$ cat src/rtl/carriles_vehiculos_param.sv
// rtl/carriles_vehiculos_param.sv - parametrised Frogger vehicle-lane generator (optional LFSR traffic: CV_LFSR_EN)
module carriles_vehiculos_param #(
    parameter int                         DATAWIDTH_BUS = 8,
    parameter int                         NUM_LANES     = 6,
    parameter int                         DATAWIDTH_NVL = 2,
    parameter int                         PRESC_W       = 24,
    parameter logic [PRESC_W-1:0]         BASE_PERIOD   = 24'd5000000,
    parameter logic [DATAWIDTH_BUS-1:0]   SEED          = 8'b0000_0011
) (
    input  logic                                 CV_CLOCK,
    input  logic                                 CV_RESET,
    input  logic [DATAWIDTH_NVL-1:0]             CV_NV_IN,
    input  logic                                 CV_CN_IN,
    input  logic                                 CV_PAUSE_IN,
    output logic [NUM_LANES*DATAWIDTH_BUS-1:0]   CV_LANES_OUT,
    output logic                                 CV_TICK_OUT,
    output logic [1:0]                           CV_STATE_OUT
);

    typedef enum logic [1:0] {
        ST_IDLE = 2'b00,
        ST_LOAD = 2'b01,
        ST_RUN  = 2'b10
    } state_t;

    state_t                     r_state;
    state_t                     w_state_next;
    logic [DATAWIDTH_NVL-1:0]   r_level;
    logic [PRESC_W-1:0]         r_presc;
    logic [PRESC_W-1:0]         w_period_raw;
    logic [PRESC_W-1:0]         w_period;
    logic [PRESC_W-1:0]         w_period_last;
    logic                       r_tick;
    logic                       w_cn_take;
    logic                       w_run_active;
    logic                       w_expire;

    // Shift period for the latched level; a level that shifts the base to zero runs at one shift per cycle
    always_comb begin
        w_period_raw  = BASE_PERIOD >> r_level;
        w_period      = (w_period_raw == '0) ? PRESC_W'(1) : w_period_raw;
        w_period_last = w_period - PRESC_W'(1);
    end

    // Control decode: reload request, counting permission and expiry
    always_comb begin
        w_cn_take    = 1'b0;
        w_run_active = 1'b0;
        w_expire     = 1'b0;
        if (CV_CN_IN && (r_state == ST_IDLE || r_state == ST_RUN)) begin
            w_cn_take = 1'b1;
        end
        if (r_state == ST_RUN && !CV_CN_IN && !CV_PAUSE_IN) begin
            w_run_active = 1'b1;
        end
        w_expire = w_run_active && (r_presc == w_period_last);
    end

    // FSM state register
    always_ff @(posedge CV_CLOCK) begin
        if (CV_RESET) begin
            r_state <= ST_IDLE;
        end else begin
            r_state <= w_state_next;
        end
    end

    // FSM next state: CN in IDLE or RUN forces a reload, LOAD always lasts one cycle
    always_comb begin
        w_state_next = r_state;
        case (r_state)
            ST_IDLE: if (CV_CN_IN) w_state_next = ST_LOAD;
            ST_LOAD: w_state_next = ST_RUN;
            ST_RUN:  if (CV_CN_IN) w_state_next = ST_LOAD;
            default: w_state_next = ST_IDLE;
        endcase
    end

    // Level is captured only together with an accepted CN strobe
    always_ff @(posedge CV_CLOCK) begin
        if (CV_RESET) begin
            r_level <= '0;
        end else if (w_cn_take) begin
            r_level <= CV_NV_IN;
        end
    end

    // Prescaler: cleared by LOAD and on expiry, so it never passes the current period
    always_ff @(posedge CV_CLOCK) begin
        if (CV_RESET) begin
            r_presc <= '0;
        end else if (r_state == ST_LOAD || w_expire) begin
            r_presc <= '0;
        end else if (w_run_active) begin
            r_presc <= r_presc + PRESC_W'(1);
        end
    end

    // Tick rises with the same edge that makes the shifted lanes visible
    always_ff @(posedge CV_CLOCK) begin
        if (CV_RESET) begin
            r_tick <= 1'b0;
        end else begin
            r_tick <= w_expire;
        end
    end

`ifdef CV_LFSR_EN
    logic [15:0] r_lfsr;
    logic        w_lfsr_fb;

    assign w_lfsr_fb = r_lfsr[0] ^ r_lfsr[2] ^ r_lfsr[3] ^ r_lfsr[5];

    // Traffic LFSR advances once per shift and survives reloads
    always_ff @(posedge CV_CLOCK) begin
        if (CV_RESET) begin
            r_lfsr <= 16'hACE1;
        end else if (w_expire) begin
            r_lfsr <= {w_lfsr_fb, r_lfsr[15:1]};
        end
    end
`endif

    genvar gi;
    generate
        for (gi = 0; gi < NUM_LANES; gi++) begin : g_lane
            localparam int                        ROT    = gi % DATAWIDTH_BUS;
            localparam logic [DATAWIDTH_BUS-1:0]  LOAD_V = (SEED << ROT) |
                                                           (SEED >> ((DATAWIDTH_BUS - ROT) % DATAWIDTH_BUS));
            logic [DATAWIDTH_BUS-1:0] r_q;
            logic [DATAWIDTH_BUS-1:0] w_shifted;
            logic                     w_in_bit;

            if (gi % 2 == 1) begin : g_odd
`ifdef CV_LFSR_EN
                assign w_in_bit = r_lfsr[gi % 16];
`else
                assign w_in_bit = r_q[0];
`endif
                assign w_shifted = {w_in_bit, r_q[DATAWIDTH_BUS-1:1]};
            end else begin : g_even
`ifdef CV_LFSR_EN
                assign w_in_bit = r_lfsr[gi % 16];
`else
                assign w_in_bit = r_q[DATAWIDTH_BUS-1];
`endif
                assign w_shifted = {r_q[DATAWIDTH_BUS-2:0], w_in_bit};
            end

            // Lane register: seeded on LOAD, shifted on expiry, cleared while idle
            always_ff @(posedge CV_CLOCK) begin
                if (CV_RESET) begin
                    r_q <= '0;
                end else if (r_state == ST_IDLE) begin
                    r_q <= '0;
                end else if (r_state == ST_LOAD) begin
                    r_q <= LOAD_V;
                end else if (w_expire) begin
                    r_q <= w_shifted;
                end
            end

            assign CV_LANES_OUT[gi*DATAWIDTH_BUS +: DATAWIDTH_BUS] = r_q;
        end
    endgenerate

    assign CV_TICK_OUT  = r_tick;
    assign CV_STATE_OUT = r_state;

endmodule

$ cat config.mk
export PLATFORM = sky130hd
export DESIGN_NAME = carriles_vehiculos_param
export DESIGN_NICKNAME = d
export VERILOG_FILES = /design/src/rtl/carriles_vehiculos_param.sv
export SDC_FILE = /design/constraint.sdc
export NUM_CORES = 1
export LEC_CHECK = 0
export ABC_CLOCK_PERIOD_IN_PS = 2500
export BUFFER_PORTS_ARGS = -buffer_cell sky130_fd_sc_hd__buf_2
export CORE_AREA = 2 2 88 90
export CTS_CLUSTER_DIAMETER = 200
export DETAILED_ROUTE_END_ITERATION = 8
export DIE_AREA = 0 0 90 92
export PLACE_DENSITY_LB_ADDON = 0.1
export SETUP_SLACK_MARGIN = 0.3
export SYNTH_ARGS = -nofsm -noshare
export SYNTH_HDL_FRONTEND = slang
export SYNTH_SLANG_ARGS = --single-unit
$ cat constraint.sdc
create_clock -name CV_CLOCK -period 2.5 [get_ports CV_CLOCK]
set_clock_uncertainty 0.1 [all_clocks]
set_input_delay 0.375 -clock CV_CLOCK [delete_from_list [all_inputs] [get_ports CV_CLOCK]]
set_output_delay 0.375 -clock CV_CLOCK [all_outputs]
set_load 0.03 [all_outputs]
# Yosys cells after proc, flatten, opt, wreduce, memory -nomap -nowiden
# Cells that the tools add are included.
classes:
  n_eq_ne: 4
  n_reduce_logical: 15
  addsub: 2
  n_mux: 17
  n_shift: 1
ops:
  columns: ["cell", "n"]
  rows:
  - ["adder 24 x 1 -> 24 bit (second input constant)", 1]
  - ["equality test 24 bit", 1]
  - ["logical NOT 24 bit", 1]
  - ["2-to-1 mux 24 bit", 1]
  - ["right shift 23 x 2 -> 24 bit (first input constant)", 1]
  - ["subtractor 24 x 1 -> 24 bit (second input constant)", 1]
  - ["2-to-1 mux 7 bit", 2]
  - ["2-to-1 mux 6 bit", 2]
  - ["2-to-1 mux 5 bit", 2]
  - ["2-to-1 mux 4 bit", 2]
  - ["2-to-1 mux 2 bit", 3]
  - ["2-to-1 mux 3 bit", 2]
  - ["OR reduction 2 bit", 3]
  - ["logical AND 1 bit", 4]
  - ["one-hot mux 2 bit (2 select lines)", 1]
  - ["OR reduction 3 bit", 1]
  - ["equality test 2 x 1 -> 1 bit (second input constant)", 1]
  - ["equality test 2 bit (second input constant)", 1]
  - ["logical NOT 1 bit", 2]
  - ["logical NOT 2 bit", 1]
  - ["logical OR 1 bit", 2]
  - ["2-to-1 mux 1 bit", 2]
  - ["inequality test 2 x 1 -> 1 bit (second input constant)", 1]
  - ["nonzero test 2 bit", 1]
word_totals:
  word_cells: 55
  inputBits: 6
  out_inout_bits: 51
  regBits: 77

# Depth between registers and ports, before layout
logic_depth:
  word_depth: 8
  ltp_mapped: 9
  mapped_depth_nobuf: 7

# Worst setup path before layout
# Ideal clock, no wire load.
synth_timing:
  kind: "register to register"
  startpoint: "register r_level[1]"
  endpoint: "register g_lane[0].r_q[3]"
  arrival_time_ns: 2.569
  setup_ns: 0.072
  stages_incl_launch_ff: 10
  n_path_buf: 2
  path_slack_ns: -0.241
  cell_sequence: "dfxtp_1 > inv_1 > ha_1 > nor3b_1 > mux2_2 > o211a_1 > nor3_2 > buf_6 > buf_12 > mux2i_1"
synth_via:
  elab_chain_cells: 6
synth_lines:
  columns: ["item", "line", "rtl"]
  rows:
  - ["start: declaration", "28", "logic [DATAWIDTH_NVL-1:0] r_level;"]
  - ["start signal: assignment", "82", "r_level <= '0;"]
  - ["start signal: assignment", "84", "r_level <= CV_NV_IN;"]
  - ["right shift 23 x 2 -> 24 bit (*)", "40", "w_period_raw = BASE_PERIOD >> r_level;"]
  - ["logical NOT 24 bit", "41", "w_period = (w_period_raw == '0) ? PRESC_W'(1) : w_period_raw;"]
  - ["2-to-1 mux 24 bit (*)", "41", null]
  - ["subtractor 24 x 1 -> 24 bit (*)", "42", "w_period_last = w_period - PRESC_W'(1);"]
  - ["equality test 24 bit (*)", "56", "w_expire = w_run_active && (r_presc == w_period_last);"]
  - ["logical AND 1 bit (*)", "56", null]
  - ["end signal: assignment", "159", "r_q <= w_shifted;"]
  - ["end: declaration", "130", "logic [DATAWIDTH_BUS-1:0] r_q;"]
# Every way passes the cells marked *; elsewhere a longest branch is shown, timed or not.
# A chain may end at the register's enable or synchronous reset.

# Worst setup path in the final report
layout_timing:
  startpoint: "register r_level[0]"
  endpoint: "register g_lane[2].r_q[4]"
layout_via:
  elab_chain_cells: 6
layout_lines:
  columns: ["item", "line"]
  rows:
  - ["right shift 23 x 2 -> 24 bit (*)", "40"]
  - ["logical NOT 24 bit", "41"]
  - ["2-to-1 mux 24 bit (*)", "41"]
  - ["subtractor 24 x 1 -> 24 bit (*)", "42"]
  - ["equality test 24 bit (*)", "56"]
  - ["logical AND 1 bit (*)", "56"]
  - ["end signal: assignment", "159"]
  - ["end: declaration", "130"]
# Marks and branches as above.

==> results.sh <==
export IMPL_r2r_setup_slack_ns=-0.02
export IMPL_hold_path_class="input pin to flop"
export IMPL_syn2layout_area_growth_pct=30.5
export IMPL_max_freq_mhz=397
export IMPL_cp_end_kind="flop"
export IMPL_fillers=660
export IMPL_port_buffers=56
export IMPL_hpwlAfterDp_um=5650
export IMPL_setup_ws_ns=-0.0183
export IMPL_vias=2959
export IMPL_worstMarginPinSlew_ns=0.382
export IMPL_p_total_mw=2.53
export IMPL_antenna_found_initial=0
export IMPL_die_h_um=92
export IMPL_die_area_sq_mm=0.00828
export IMPL_overflow=0
export IMPL_placed_area_sq_mm=0.00414
export IMPL_core_sq_mm=0.00745
export IMPL_avgSynthCellArea_sq_um=9.44
export IMPL_p_leak_nw=1.77
export IMPL_nNetsFinal=483
export IMPL_grt_max_degree=30
export IMPL_synth_area_sq_mm=0.00358
export IMPL_cts_hold_repair_buffers=0
export IMPL_stdcell_area_sq_mm=0.00467
export IMPL_synth_cell_types=45
export IMPL_pin_count=57
export IMPL_drive_gt1_share_pct=29.9
export IMPL_diodes=0
export IMPL_routed_wl_um=8550
export IMPL_dr_pass1_iters=4
export IMPL_drcViolationCount=0
export IMPL_violations="setup timing"
export IMPL_syn_nets=395
export IMPL_gp_congestion=0.792
export IMPL_start_util_pct=48.0
export IMPL_numCtsBuffers=9
export IMPL_rows=32
export IMPL_die_x_um=90
export IMPL_clock_path_buffers=2
export IMPL_clk_pin_slew_worst_paths_ns=0.09
export IMPL_pre_cts_ws_ns=-0.0426
export IMPL_period_share_pct=101
export IMPL_setup_viol=10
export IMPL_cts_tree="yes"
export IMPL_grt_pass1_vias=2802
export IMPL_clock_root_buffer="clkbuf_8"
export IMPL_worstPathMaxFanout=7
export IMPL_wire_per_inst_um=14.9
export IMPL_setup_worst_path_start_class="flop"
export IMPL_cellPowerDensity_mw_per_mm2=542
export IMPL_drt_antenna_violating_nets=0
export IMPL_crit_required_ns=2.67
export IMPL_cts_sink_count=77
export IMPL_avgViaCountPerCell=5.16
export IMPL_drv_cap=0
export IMPL_slew_headroom_pct=74.3
export IMPL_synthCells=379
export IMPL_min_period_ns=2.52
export IMPL_drv_slew=0
export IMPL_cts_max_level=3
export IMPL_hold_viol=0
export IMPL_grt_pass1_wl_um=13600
export IMPL_ys_seq_elements=77
export IMPL_clk_latency_ns=0.34
export IMPL_grt_usage_pct=20.3
export IMPL_seq_area_frac_synth_pct=43.1
export IMPL_status="complete, but fails checks"
export IMPL_crit_arrival_ns=2.69
export IMPL_rsz0062_at_grt="true"
export IMPL_drt_iter0_markers=61
export IMPL_ir_drop_mv=0.237
export IMPL_critPathKind="flop to flop"
export IMPL_synth_warnings=0
-- what timing repair did --
| item | 4_1_cts | 5_1_grt |
|---|---|---|
| cloned | 2 | 3 |
| gates resized for setup | 10 | 13 |
| pin swaps | 6 | 8 |
| buffers inserted | 8 | 3 |
| setup endpoints to repair | 73 | 73 |
-- report_power, final --
group	internal, mW	switching [mW]	total (mW)
registers	1.24	0.0183	1.26
logic	0.0870	0.117	0.204
clock network	0.574	0.494	1.07
-- critical path, cell delays in order (launching register included) --
cell and delay (ns):
dfxtp_4 0.39, ha_2 0.21, xor2_1 0.15, a211o_1 0.27, or4_4 0.53, nor3_4 0.26, buf_4 0.19, clkbuf_16 0.16
mux2i_1 0.18
-- area by class of cell --
type,instances,area (sq um),area share (%)
multi-input cells,277,2010,43.1
flip-flops and latches,77,1550,33.3
repair buffers,94,714,15.3
clock buffers,10,128,2.73
well taps,102,128,2.73
clock inverters,6,93.8,2.01
inverters,8,37.5,0.804
-- metrics by stage --
step,utilization [%],hold slack (ns),TNS [ns],instances
after floorplan,-,0.378,0,379
after global placement,55.5,0.360,0,542
after detailed placement,55.5,0.368,-0.350,542
after CTS,60.4,0.141,0,568
after global routing,62.7,0.166,-5.47,574
final,62.7,0.164,-0.0739,574
-- cell families (layout without fill, tap and decap cells) --
logic type,count (synthesis),in the layout,share of synthesized area [%]
compound gates,35,35,7.17
xor+xnor,27,27,6.61
fa+ha+maj,10,10,3.50
simple gates,158,158,21.7
buf+inv,25,118,4.72
flops,77,77,43.1
mux,47,47,13.2
-- metal layers --
metal	wire (um)	part of all wire [%]	vias up	track usage, %
met1	3850	45	1412	25.1
met2	4400	51	49	35.5
met3	212	2.5	7	3.20
met4	92	1.1	0	7.82
met5	0	0	-	0
li1	-	-	1491	-
-- registers in the layout (all words and copies together), names as in the netlist --
register,flops
CV_TICK_OUT,1
g_lane.r_q,48
r_level,2
CV_STATE_OUT,2
r_presc,24
-- worst paths after layout --
kind / depth (start not counted) / endpoint / start
max reg2reg: 8 / g_lane[2].r_q[4] / r_level[0]
min: 3 / r_level[1] / CV_NV_IN[1]
max: 8 / g_lane[2].r_q[4] / r_level[0]
min reg2reg: 2 / g_lane[4].r_q[6] / g_lane[4].r_q[5]
-- synth_stat cells, drive strengths merged --
library cell  number  area, sq um
o211ai             1         7.51
xor2              10         87.6
o211a              1         10.0
clkbuf            10         37.5
a2111o             1         11.3
o31ai              2         28.8
or3                1         6.26
buf                7          101
and3b              1         8.76
nand2b             2         12.5
and4               2         17.5
xnor2             17          149
or4                2         18.8
inv                7         26.3
and3               6         37.5
nor3              11         60.1
mux2               1         11.3
o21ai             12         60.1
a311o              2         20.0
nand2             64          240
nor3b              4         30.0
a211oi             1         7.51
o22ai              2         12.5
nor2b              5         31.3
o2111ai            2         17.5
nor4b              1         23.8
clkinv             1         3.75
nand4              6         37.5
a21bo              1         10.0
mux2i             46          460
ha                10          125
nor2              34          128
a21oi              5         25.0
nor4               7         43.8
a211o              3         26.3
nand3              8         40.0
dfxtp             77         1540
or4b               1         10.0
o311a              2         20.0
nor4bb             3         30.0
-- placed cells by master (no fill, tap or decap), types with 7 or more instances in the layout --
| cell | netlist | routed |
|---|---|---|
| o21ai_0 | 12 | 11 |
| xor2_1 | 10 | 10 |
| dfxtp_1 | 77 | 73 |
| clkbuf_8 | 0 | 9 |
| mux2i_1 | 46 | 46 |
| nand3_1 | 8 | 7 |
| nor2_1 | 34 | 32 |
| nor3_1 | 10 | 7 |
| nand2_1 | 64 | 64 |
| xnor2_1 | 17 | 17 |
| buf_2 | 2 | 56 |
| buf_4 | 0 | 25 |
| nor4_1 | 7 | 7 |
No activity file was read; power rests on OpenSTA's default activity.
